<file path="src/rtl/pwm_level_decoder.sv">
// Decodes a PWM light signal into a 0..4 brightness level by measuring high time
// and period over each rising-edge-to-rising-edge interval of the synchronized input.
module pwm_level_decoder #(
  parameter int unsigned TH1 = 150,
  parameter int unsigned TH2 = 450,
  parameter int unsigned TH3 = 700,
  parameter int unsigned TH4 = 900
) (
  input  logic       i_clk,
  input  logic       i_reset,
  input  logic       i_pwm,
  output logic [2:0] o_level,
  output logic [9:0] o_high,
  output logic [9:0] o_period,
  output logic       o_valid,
  output logic       o_error
);

  typedef enum logic {IDLE, MEASURE} state_t;

  localparam logic [9:0] CNT_MAX = '1;
  localparam logic [9:0] TH1_C   = 10'(TH1);
  localparam logic [9:0] TH2_C   = 10'(TH2);
  localparam logic [9:0] TH3_C   = 10'(TH3);
  localparam logic [9:0] TH4_C   = 10'(TH4);

  state_t     state, state_d;
  logic       sync_meta, s_pwm, s_pwm_q;
  logic       rise;
  logic [9:0] period_cnt, period_d;
  logic [9:0] high_cnt, high_d;
  logic [9:0] idle_cnt, idle_d;
  logic [2:0] level_d, decoded;
  logic [9:0] out_high_d, out_period_d;
  logic       valid_d, error_d;

  assign rise = s_pwm & ~s_pwm_q;

  always_comb begin
    // NOTE: every always_comb output gets a default first so no path can infer a latch.
    decoded = 3'd0;
    if      (high_cnt >= TH4_C) decoded = 3'd4;
    else if (high_cnt >= TH3_C) decoded = 3'd3;
    else if (high_cnt >= TH2_C) decoded = 3'd2;
    else if (high_cnt >= TH1_C) decoded = 3'd1;
  end

  always_comb begin
    state_d      = state;
    period_d     = period_cnt;
    high_d       = high_cnt;
    idle_d       = idle_cnt;
    level_d      = o_level;
    out_high_d   = o_high;
    out_period_d = o_period;
    valid_d      = 1'b0;
    error_d      = o_error;

    if (rise) begin
      // A closing edge doubles as the opening edge of the next period.
      period_d = 10'd1;
      high_d   = 10'd1;
      idle_d   = '0;
      state_d  = MEASURE;
      if (state == MEASURE) begin
        level_d      = decoded;
        out_high_d   = high_cnt;
        out_period_d = period_cnt;
        valid_d      = 1'b1;
        error_d      = 1'b0;
      end
    end else if (state == MEASURE) begin
      if (period_cnt == CNT_MAX) begin
        error_d = 1'b1;
        state_d = IDLE;
        idle_d  = '0;
      end else begin
        period_d = period_cnt + 10'd1;
        if (s_pwm) high_d = high_cnt + 10'd1;
      end
    end else begin
      if (idle_cnt == CNT_MAX) begin
        idle_d = '0;
        if (s_pwm) begin
          error_d = 1'b1;
        end else begin
          valid_d      = 1'b1;
          level_d      = 3'd0;
          out_high_d   = '0;
          out_period_d = '0;
        end
      end else begin
        idle_d = idle_cnt + 10'd1;
      end
    end
  end

  // NOTE: reset is sampled on the clock edge, so it lives inside the clocked branch.
  always_ff @(posedge i_clk) begin
    if (i_reset) begin
      state      <= IDLE;
      sync_meta  <= 1'b0;
      s_pwm      <= 1'b0;
      s_pwm_q    <= 1'b0;
      period_cnt <= '0;
      high_cnt   <= '0;
      idle_cnt   <= '0;
      o_level    <= '0;
      o_high     <= '0;
      o_period   <= '0;
      o_valid    <= 1'b0;
      o_error    <= 1'b0;
    end else begin
      // NOTE: non-blocking assignments keep every flop sampling pre-edge values.
      state      <= state_d;
      sync_meta  <= i_pwm;
      s_pwm      <= sync_meta;
      s_pwm_q    <= s_pwm;
      period_cnt <= period_d;
      high_cnt   <= high_d;
      idle_cnt   <= idle_d;
      o_level    <= level_d;
      o_high     <= out_high_d;
      o_period   <= out_period_d;
      o_valid    <= valid_d;
      o_error    <= error_d;
    end
  end

endmodule
</file>
<file path="config.mk">
export PLATFORM = sky130hd
export DESIGN_NAME = pwm_level_decoder
export DESIGN_NICKNAME = d
export VERILOG_FILES = /design/src/rtl/pwm_level_decoder.sv
export SDC_FILE = /design/constraint.sdc
export NUM_CORES = 1
export LEC_CHECK = 0
export CORE_MARGIN = 8
export CORE_UTILIZATION = 55
export DETAILED_ROUTE_END_ITERATION = 8
export PLACE_DENSITY = 0.78
export SLEW_MARGIN = 40
export SYNTH_ARGS = -nofsm -noshare
export SYNTH_HDL_FRONTEND = slang
export SYNTH_SLANG_ARGS = --single-unit
</file>
<file path="constraint.sdc">
create_clock -name i_clk -period 2.3 [get_ports i_clk]
set_clock_uncertainty 0.15 [all_clocks]
set_input_delay 0.575 -clock i_clk [delete_from_list [all_inputs] [get_ports i_clk]]
set_output_delay 0.575 -clock i_clk [all_outputs]
set_load 0.01 [all_outputs]
</file>
==> metrics.csv <==
metric,value,unit
vias in the first global route,1906,
cell area after layout,0.00301,mm²
FILL cells,353,
# DRC,0,
Critical Path End,high_cnt[3],
post-CTS setup buffer count,0,
"commonest non-fill, non-tap cell in the layout",dfxtp_1,
Row Count,24,
met2 usage,22.0,%
Slew HR,60.7,%
r2r endpoint,high_cnt[3],
Port Buf Inserts,27,
Tcrit/Tclk final,87.5,%
clock buffer depth,2,
Tot Pwr,1.97,mW
max incr delay on CP,0.49,ns
Tmin final,2.01,ns
reg2reg start,period_cnt[1],
H-Tree Depth,3,
hold_buf cts,0,
CP arrival,2.07,ns
TritonCTS Buffers,9,
Starting DRT DRC Count,134,
M1 GR Usage,19.3,%
RSZ-0062 raised after global routing,no,
Setup Viol. Count Final,0,
Hold Slack,0.297,ns
CP max stage cell,o31a_1,
Syn Std Cell Area,0.00248,mm²
Ports,28,
Syn Inst Count,269,
ant diodes,0,
largest cells by area after synthesis,"dfxtp_1, a22o_1, nand2_1",
Most used DFF post-synth,dfxtp_1,
grt peak-use layer,met2,
CP Launch Type,register,
core footprint,0.00435,mm²
met3 global-route usage,4.69,%
Peak VDD IR,480,µV
Slew @ Worst Pin,0.589,ns
Post-synth EDFFs,0,
register-to-register setup slack,0.29,ns
vias per cell,5.61,
placed cell area,0.00284,mm²
clock insertion delay at the later pin of the skew report,0.33,ns
ys async rst share,0,%
"commonest cells after routing, fill and taps aside","dfxtp_1, nand2_1, clkdlybuf4s50_1",
power density over cell area,654,mW/mm²
Pins Over Slew Limit,0,
setup_tns,0,ns
Ys Warns,0,
Nets,310,
Root Buffer,clkbuf_8,
worst-path maximum fanout,14,
CTS Sinks,59,
initial core utilization,57.0,%
CP endpoint kind,register,
top-area cell type share of the netlist area,47.6,%
Worst Reg-to-Reg Cells,6,
Max Cap Viol,0,
Fmax achieved,0.497,GHz
vias,2019,
largest area contributor in the netlist,dfxtp_1,
chip height,83.2,µm
Register Area,0.00118,mm²
CTS tree,built,
clock transition at the registers of the reported paths,0.06,ns
iteration count of the initial detailed-routing pass,4,
CP Cell Sequence,ha_1 > nand4_2 > o31a_1 > nand3_1 > xor2_1 > nor2_1,
Detail Placement HPWL,3550,µm
CP Data Required Time,2.36,ns
layout cell share with drive strength beyond 1,11.7,%
antenna violations before repair,0,
Worst Setup SP,period_cnt[1],
# resized after CTS,0,
global-route wire length before repair,8830,µm
endpoints failing hold,0,
Overflow after GRT,0,
register area share after synthesis,47.6,%
placer congestion estimate,0.853,
gr usage total,15.1,%
Setup CP Type,register to register,
die area,0.00692,mm²
utilization after layout,69.1,%
die width,83.2,µm
WL/cell,14.0,µm
largest net degree at the start of global routing,24,
count of cell types in the netlist,49,
"antenna viol nets, final",0,
flop and latch count out of synthesis,59,
Synth Net Count,276,
Multi-input gate area,0.00121,mm²
Total Wirelength,5030,µm
status,"complete, no violations",
Area Growth Syn to Fin,21.3,%
post-synthesis area per instance,9.23,µm²
P_leak,1.10,nW
Worst Hold Depth,2,
HP Class,register to register,
flip-flops by register name (all words and copies together) (netlist names):
signal	flops
o_level	3
o_valid	1
o_high	10
o_error	1
s_pwm_q	1
high_cnt	10
idle_cnt	10
s_pwm	1
period_cnt	10
o_period	10
state	1
sync_meta	1
synthesized netlist by cell type (all sizes together) (2+ instances only):
master	instances
nor2b	4
and3	2
o21ai	13
dfxtp	59
nor3	9
clkbuf	6
nor2	24
nand4	6
buf	9
a31oi	7
xor2	4
a21oi	20
a22o	20
inv	5
nand2	27
or3	2
xnor2	9
a211o	2
nand3b	2
ha	4
nand3	12
nor4	4
nand2b	4
logic make-up after synthesis:
family	share of synthesized area, %
and+or+nand+nor	21.5
xor gates and xnor gates	4.59
DFF	47.6
AOI/OAI and AO/OA	20.5
buffers and inverters	3.78
adders and majority gates	2.02
critical path: cells and delay by family, from the launching register on:
family	cells	cell delay, ns
xor+xnor	1	0.16
flops	1	0.40
fa+ha+maj	1	0.26
compound gates	1	0.49
simple gates	3	0.44
worst min-delay path by stage:
stage              start   endpoint  slack (ns)
3_3_place_gp   sync_meta      s_pwm        0.28
3_5_place_dp   sync_meta      s_pwm        0.29
2_1_floorplan  sync_meta      s_pwm        0.26
4_1_cts        o_high[9]  o_high[9]        0.30
6_report       o_high[9]  o_high[9]        0.30
5_1_grt        o_high[9]  o_high[9]        0.33
layout make-up:
| cell class | instances | area share [%] |
|---|---|---|
| well taps | 52 | 2.16 |
| multi-input cells | 190 | 40.1 |
| inverters | 5 | 0.623 |
| flip-flops and latches | 59 | 39.2 |
| clock buffers | 14 | 5.40 |
| clock inverters | 2 | 0.333 |
| repair buffers | 38 | 12.1 |
metrics by stage:
step | instances | setup WS, ns
5_1_grt | 360 | 0.145
3_3_place_gp | 344 | 0.214
6_report | 360 | 0.289
4_1_cts | 360 | 0.280
3_5_place_dp | 344 | 0.160
2_1_floorplan | 269 | 0.507
layer usage:
layer  vias to the layer above  routed length [µm]
li1                       1039                   -
met1                       925                2460
met2                        51                2280
met3                         4                 263
met4                         0                  30
met5                         -                   0
where the power goes:
part	total (mW)	internal, mW	switching, mW
sequential	1.05	1.03	0.0147
combinational	0.0964	0.0399	0.0566
clock	0.823	0.448	0.375
Note: power is estimated with default switching activity, not from simulation.
